<file path="config.mk">
export PLATFORM = sky130hd
export DESIGN_NAME = dcache_flush_unit
export DESIGN_NICKNAME = d
export VERILOG_FILES = /design/src/rtl/dcache_pkg.sv /design/src/rtl/dcache_flush_unit.sv
export SDC_FILE = /design/constraint.sdc
export NUM_CORES = 1
export LEC_CHECK = 0
export CELL_PAD_IN_SITES_DETAIL_PLACEMENT = 1
export CELL_PAD_IN_SITES_GLOBAL_PLACEMENT = 2
export CORE_MARGIN = 5
export CORE_UTILIZATION = 23
export DETAILED_ROUTE_END_ITERATION = 10
export PLACE_DENSITY_LB_ADDON = 0.1
export SYNTH_ARGS = -nofsm -noshare
export SYNTH_HDL_FRONTEND = slang
export SYNTH_SLANG_ARGS = --single-unit
</file>
<file path="constraint.sdc">
create_clock -name clk_i -period 2.25 [get_ports clk_i]
set_clock_uncertainty 0.2 [all_clocks]
set_input_delay 0.675 -clock clk_i [delete_from_list [all_inputs] [get_ports clk_i]]
set_output_delay 0.675 -clock clk_i [all_outputs]
set_load 0.01 [all_outputs]
</file>
<file path="src/rtl/dcache_pkg.sv">
// Shared dcache definitions: default geometry, derived widths, flush FSM states
// and the line base-address builder.
package dcache_pkg;

    localparam int unsigned DC_SETS       = 64;
    localparam int unsigned DC_WAYS       = 4;
    localparam int unsigned DC_LINE_BYTES = 64;
    localparam int unsigned DC_PADDR      = 56;

    localparam int unsigned DC_SW = $clog2(DC_SETS);
    localparam int unsigned DC_WW = $clog2(DC_WAYS);
    localparam int unsigned DC_OW = $clog2(DC_LINE_BYTES);
    localparam int unsigned DC_TW = DC_PADDR - DC_SW - DC_OW;

    // Widest physical address the address builder handles.
    localparam int unsigned ADDR_MAX = 64;

    typedef enum logic [2:0] {
        FL_IDLE,
        FL_LOCK,
        FL_RD,
        FL_CHK,
        FL_WB,
        FL_WWAIT,
        FL_INV,
        FL_DONE
    } flush_state_e;

    // Line base address {tag, set, zero offset}; caller truncates to PADDR.
    function automatic logic [ADDR_MAX-1:0] line_addr(
        input logic [ADDR_MAX-1:0] tag,
        input logic [ADDR_MAX-1:0] set,
        input int unsigned         sw,
        input int unsigned         ow
    );
        return (tag << (sw + ow)) | (set << ow);
    endfunction

endpackage

</file>
<file path="src/rtl/dcache_flush_unit.sv">
// Dcache flush responder: locks the pipeline, walks every set/way, writes back
// dirty lines, invalidates every line, then pulses a single-cycle ack.
module dcache_flush_unit
    import dcache_pkg::*;
#(
    parameter int unsigned SETS       = dcache_pkg::DC_SETS,
    parameter int unsigned WAYS       = dcache_pkg::DC_WAYS,
    parameter int unsigned LINE_BYTES = dcache_pkg::DC_LINE_BYTES,
    parameter int unsigned PADDR      = dcache_pkg::DC_PADDR,
    localparam int unsigned SW = $clog2(SETS),
    localparam int unsigned WW = $clog2(WAYS),
    localparam int unsigned OW = $clog2(LINE_BYTES),
    localparam int unsigned TW = PADDR - SW - OW
) (
    input  logic             clk_i,
    input  logic             arst_i,
    input  logic             flush_req_i,
    output logic             flush_ack_o,
    output logic             cache_lock_o,
    input  logic             lock_grant_i,
    output logic             tag_rd_en_o,
    output logic [SW-1:0]    tag_set_o,
    output logic [WW-1:0]    tag_way_o,
    input  logic             tag_valid_i,
    input  logic             tag_dirty_i,
    input  logic [TW-1:0]    tag_i,
    output logic             wb_req_valid_o,
    input  logic             wb_req_ready_i,
    output logic [PADDR-1:0] wb_req_addr_o,
    input  logic             wb_done_i,
    output logic             inv_en_o
);

    flush_state_e     state_q, state_d;
    logic [SW-1:0]    set_q, set_d;
    logic [WW-1:0]    way_q, way_d;
    logic [PADDR-1:0] addr_q, addr_d;
    logic             last_line;

    assign last_line = (set_q == SW'(SETS - 1)) && (way_q == WW'(WAYS - 1));

    always_ff @(posedge clk_i or posedge arst_i) begin
        if (arst_i) begin
            state_q <= FL_IDLE;
            set_q   <= '0;
            way_q   <= '0;
            addr_q  <= '0;
        end else begin
            state_q <= state_d;
            set_q   <= set_d;
            way_q   <= way_d;
            addr_q  <= addr_d;
        end
    end

    always_comb begin
        state_d        = state_q;
        set_d          = set_q;
        way_d          = way_q;
        addr_d         = addr_q;
        flush_ack_o    = 1'b0;
        cache_lock_o   = (state_q != FL_IDLE);
        tag_rd_en_o    = 1'b0;
        wb_req_valid_o = 1'b0;
        inv_en_o       = 1'b0;

        unique case (state_q)
            FL_IDLE: begin
                if (flush_req_i) state_d = FL_LOCK;
            end
            FL_LOCK: begin
                if (lock_grant_i) state_d = FL_RD;
            end
            FL_RD: begin
                tag_rd_en_o = 1'b1;
                state_d     = FL_CHK;
            end
            FL_CHK: begin
                // Tag array answers exactly one cycle after the read strobe.
                if (tag_valid_i && tag_dirty_i) begin
                    addr_d  = PADDR'(line_addr(ADDR_MAX'(tag_i), ADDR_MAX'(set_q), SW, OW));
                    state_d = FL_WB;
                end else begin
                    state_d = FL_INV;
                end
            end
            FL_WB: begin
                wb_req_valid_o = 1'b1;
                if (wb_req_ready_i) state_d = FL_WWAIT;
            end
            FL_WWAIT: begin
                if (wb_done_i) state_d = FL_INV;
            end
            FL_INV: begin
                inv_en_o = 1'b1;
                if (last_line) begin
                    state_d = FL_DONE;
                end else begin
                    // Set-major walk: ways advance first, then the set.
                    if (way_q == WW'(WAYS - 1)) begin
                        way_d = '0;
                        set_d = set_q + SW'(1);
                    end else begin
                        way_d = way_q + WW'(1);
                    end
                    state_d = FL_RD;
                end
            end
            FL_DONE: begin
                flush_ack_o = 1'b1;
                set_d       = '0;
                way_d       = '0;
                state_d     = FL_IDLE;
            end
            default: state_d = FL_IDLE;
        endcase
    end

    assign tag_set_o     = set_q;
    assign tag_way_o     = way_q;
    assign wb_req_addr_o = addr_q;

endmodule

</file>
---- Yosys cells after proc, flatten, opt, wreduce, memory -nomap -nowiden ----
Cells that the tools add are included.
word-level totals
  bits in read-only memories .............. 0
  bits in writable memories ............... 0
  bits in registers ....................... 67
  input bits .............................. 52
  bits in latches ......................... 0
  word-level logic and storage cells ...... 48
  memories ................................ 0
cells by class
  equality and inequality tests ........... 15
  muxes and demuxes ....................... 17
  order comparisons ....................... 0
  add/sub/neg operators ................... 2
  shifts and indexed selects .............. 0
  divide/modulo/power cells ............... 0
  multipliers ............................. 0
  bitwise logic cells ..................... 1
  reduce and logical (&&, ||, !) cells .... 9
operator list
  operator             count
  $or 56x12->56        1
  $pmux 3 s8           1
  $mux 3               5
  $eq 3x3->1 const B   4
  $mux 6               2
  $ne 2x2->1 const B   6
  $pmux 6 s2           1
  $add 6x1->6 const B  1
  $eq 3x2->1 const B   2
  $eq 6x6->1 const B   1
  $mux 2               3
  $mux 1               4
  $pmux 2 s2           1
  $reduce_and 2->1     2
  $reduce_and 4->1     1
  $eq 3x1->1 const B   1
  $logic_not 3->1      1
  $reduce_and 3->1     1
  $reduce_bool 3->1    1
  $add 2x1->2 const B  1
  $eq 2x2->1 const B   1
  $logic_and 1x1->1    2
  $reduce_bool 2->1    1

---- Logic depth before layout (Yosys ltp) ----
  depth in word-level cells ............... 4
  mapped depth ............................ 6
  gate-level depth less buffers ........... 5

---- Worst setup path before layout ----
Ideal clock, no wire load.
  kind .................................... reg-to-reg
  start ................................... reg set_q[0] (netlist: tag_set_o[0])
  end ..................................... reg set_q[5] (netlist: tag_set_o[5])
  required time ........................... 1.972 ns
  cell stages (with the launch flop) ...... 6
  path buffers ............................ 0
  setup slack ............................. 0.281 ns
  data arrival time ....................... 1.692 ns
  cell sequence ........................... dfrtp_1 ha_1 and3_1 a21o_1 or4_1 a21oi_1
on the way
  word-level cells in the longest chain between the ends .. 4
ends and longest elaborated chain
  item                                            line                                               text
  start, declared                                 dcache_flush_unit.sv:35                            logic [SW-1:0] set_q, set_d;
  start signal, assigned                          dcache_flush_unit.sv:50                            set_q <= set_d;
  $add 6x1->6 or $eq 6x6->1 (tied branches)       dcache_flush_unit.sv:102, dcache_flush_unit.sv:40
  $mux 6 or $logic_and 1x1->1 (tied branches)     dcache_flush_unit.sv:100, dcache_flush_unit.sv:40
  $mux 6 or $ne 2x2->1 (tied branches)            -
  $pmux 6 s2 or $reduce_and 3->1 (tied branches)  -
Parallel ways exist; a longest one is shown, timed or not. The select of a mux whose other input is x is not followed.
A chain may end at the register's enable or synchronous reset.

---- Final worst setup path ----
  start ................................... reg state_q[2]
  end ..................................... out cache_lock_o
on the way
  word-level cells in the longest chain between the ends .. 1
ends and longest elaborated chain
  item                    line                     text
  start, declared         dcache_flush_unit.sv:34  flush_state_e state_q, state_d;
  start signal, assigned  dcache_flush_unit.sv:49  state_q <= state_d;
  $reduce_bool 3->1       dcache_flush_unit.sv:62  cache_lock_o = (state_q != FL_IDLE);
  end, declared           dcache_flush_unit.sv:19  output logic cache_lock_o,
Every way passes these cells.

==> summary.md <==
| Metric | Value |
|---|---|
| R2R Path Start | tag_set_o[0]$_DFFE_PP0P_ |
| Starting Density | 23.53% |
| IO Port Bufs | 114 |
| Synth area leader | dfrtp_1 |
| RSZ-0062 raised after global routing | true |
| Simple-gate portion of the synthesized area | 6.081% |
| Layout cell share with drive strength beyond 1 | 31.55% |
| Setup violations, final | 0 |
| Max Root-Sink Buffers | 2 |
| Post-synth EDFFs | 0 |
| Final worst path period share | 99.58% |
| Clock latency on the worst-skew pair | 0.34 ns |
| Number of global-route vias before repair | 2,153 |
| Largest family of logic cells by synthesized area | multiplexers |
| First-pass GRT wire length | 11,690 um |
| Worst vdd ir | 0.0004418 V |
| Final Max Slew Viols | 0 |
| Post-Synth XOR/XNOR Area | 0.3433% |
| Leak | 1.881 nW |
| Post-synth top cells | 61 x dfrtp_1, 45 x mux2_2, 11 x o21ai_0 |
| Top-area cell type share of the netlist area | 59.83% |
| H-Tree Depth | 3 |
| Synth Area in Compound Gates | 4.904% |
| Root buffer cell | clkbuf_8 |
| Cts bufs inserted | 9 |
| Post-Place Cells | 448 |
| Pwr Density | 1245 nW/um^2 |
| Adder-Cell Fraction of Synth Area | 0.9809% |
| Area delta synth->final | 68.02% |
| DP HPWL | 5295 um |
| Top-count cell post-synth | dfrtp_1 |
| Status | finished clean |
| CP Data Required Time | 1.37 ns |
| Post-route insts no fill | 476 |
| Pin count of the biggest net entering global routing | 62 |
| Detailed Routing Iterations Pass 1 | 3 |
| Routed WL | 7387 um |
| Syn avg cell area | 13.57 sq um |
| Final ANT Viol Nets | 0 |
| Die width | 115.3 um |
| Worst-path maximum fanout | 6 |
| Hold_sp | wb_req_addr_o[49]$_DFFE_PP0P_ |
| GPL Wtd Cong | 0.6976 |
| Vias/cell | 4.214 |
| Design Power | 5.337 mW |
| Max Cap Viol | 0 |
| TritonCTS clock tree | done |
| Yosys Warn Count | 0 |
| Seq cells post-synth | 61 |
| Mux cell area share after synthesis | 23.74% |
| Register clock-pin slew on the reported worst setup and hold paths | 0.07 ns |
| Fillers | 1,180 |
| Initial antenna violation count | 0 |
| Sequential area share after synthesis | 59.83% |
| Num ports | 121 |
| Core ar. | 10,840 sq um |
| Most used DFF post-synth | dfrtp_1 |
| FP Rows | 38 |
| Total Nets Final | 385 |
| Clock Sinks | 61 |
| Die Area | 13,300 sq um |
| Hold Fails Final Rpt | 0 |
| Cell Area, Synth | 2551 sq um |
| Total GRT Usage | 11.45% |
| Shortest period the worst path allows | 2.241 ns |
| Fmax | 446.3 MHz |
| Setup crit end kind | primary output |
| Kind of critical path | flop to primary output |
| Overflow after GRT | 0 |
| 1st-iter DRT viols | 24 |
| Worst EP arrival | 1.37 ns |
| Worst setup SP type | flop |
| Routed len/inst | 15.52 um |
| Ys async rst share | 100.0% |
| Drt drc | 0 |
| Top cells by area, synth | dfrtp_1 60%, mux2_2 20%, mux2_1 2.2%, o21ai_0 2.2%, buf_4 1.8% |
| Vias post-DR | 2,006 |
| Diode count | 0 |
| Die Height | 115.3 um |
| Post-Synthesis Cells | 188 |
| Critical Path Start | state_q[2]$_DFFE_PP0P_ |
| Cell variety after synth | 34 |
| HP Class | flop to flop |
critical path: stages, from the launching register on:
cell,delay [ns]
dfrtp_2,0.46
buf_6,0.13
or3_1,0.29
buf_2,0.14
final cells by class:
| class | instances | area, sq um | share of cell area (%) |
|---|---|---|---|
| multi-input cells | 113 | 952.2 | 22.21 |
| repair buffers | 141 | 1375 | 32.08 |
| well taps | 140 | 175.2 | 4.086 |
| flip-flops and latches | 61 | 1538 | 35.87 |
| inverters | 5 | 22.52 | 0.5254 |
| clock inverters | 5 | 82.58 | 1.926 |
| clock buffers | 11 | 141.4 | 3.298 |
state kept, by name (all words and copies together), names as in the netlist:
register / cells
state_q: 3
tag_set_o: 6
wb_req_addr_o: 50
tag_way_o: 2
worst paths after layout:
check	to	cells past startpoint	slack (ns)
max	cache_lock_o	3	0.009
min	wb_req_addr_o[49]$_DFFE_PP0P_	1	0.29
max reg2reg	tag_set_o[5]$_DFFE_PP0P_	5	0.27
min reg2reg	wb_req_addr_o[49]$_DFFE_PP0P_	1	0.29
max in group asynchronous	state_q[2]$_DFFE_PP0P_	3	0.98
min in group asynchronous	wb_req_addr_o[27]$_DFFE_PP0P_	3	0.57
cell usage in the layout (no fill, tap or decap), types with 2 or more instances in the layout:
cell type and n:
o31ai_1 2, inv_1 3, dlymetal6s2s_1 3, clkbuf_2 2, conb_1 6, clkbuf_8 10, o21ai_0 11, mux2_1 5
ha_1 2, and3_1 2, buf_12 3, a21oi_1 3, nand3_1 6, clkdlybuf4s50_1 106, dfrtp_1 52, nor3_1 2
buf_4 22, bufinv_16 2, buf_2 2, mux2i_1 2, nand2_1 6, buf_6 2, dfrtp_2 9, nand2b_1 2
mux2_2 45, nor2_1 4
report_power, final:
group	total [mW]	switching, mW	internal [mW]	leakage, nW
Sequential	1.87	0.287	1.58	0.752
Clock	1.11	0.452	0.658	0.114
Combinational	2.36	0.868	1.49	1.01
through the flow:
step | TNS (ns) | util [%] | hold slack [ns] | instance area (sq um) | setup WS [ns]
after floorplan | 0 | - | 0.3288 | 2574 | 0.2807
after global routing | -0.05572 | 39.54 | 0.3090 | 4287 | -0.05572
after CTS | -0.05204 | 39.15 | 0.2970 | 4244 | -0.05082
after detailed placement | -5.428 | 36.58 | 0.2789 | 3965 | -0.1398
after global placement | -5.261 | 36.58 | 0.2714 | 3965 | -0.1231
final | 0 | 39.54 | 0.2907 | 4287 | 0.009431
routing by layer:
layer	wire, um	track usage, %	part of all wire (%)
met1	3272	14.49	44
met2	3541	18.02	48
met3	487	3.789	6.6
met4	85	4.695	1.2
met5	0	0	0
kinds of logic (layout without fill, tap and decap cells):
logic type | count (synthesis) | after routing
other | 1 | 6
AND/OR/NAND/NOR | 30 | 30
AO/OA/AOI/OAI | 21 | 21
XOR/XNOR | 1 | 1
multiplexers | 53 | 53
adder cells (fa/ha/maj) | 2 | 2
flip-flops | 61 | 61
buffers and inverters | 19 | 162
timing repair:
action,4_1_cts,5_1_grt
gates resized for setup,22,8
hold buffers,0,0
setup endpoints to repair,10,9
pin swaps,0,1
setup buffers,7,5
Note: power is estimated with default switching activity, not from simulation.
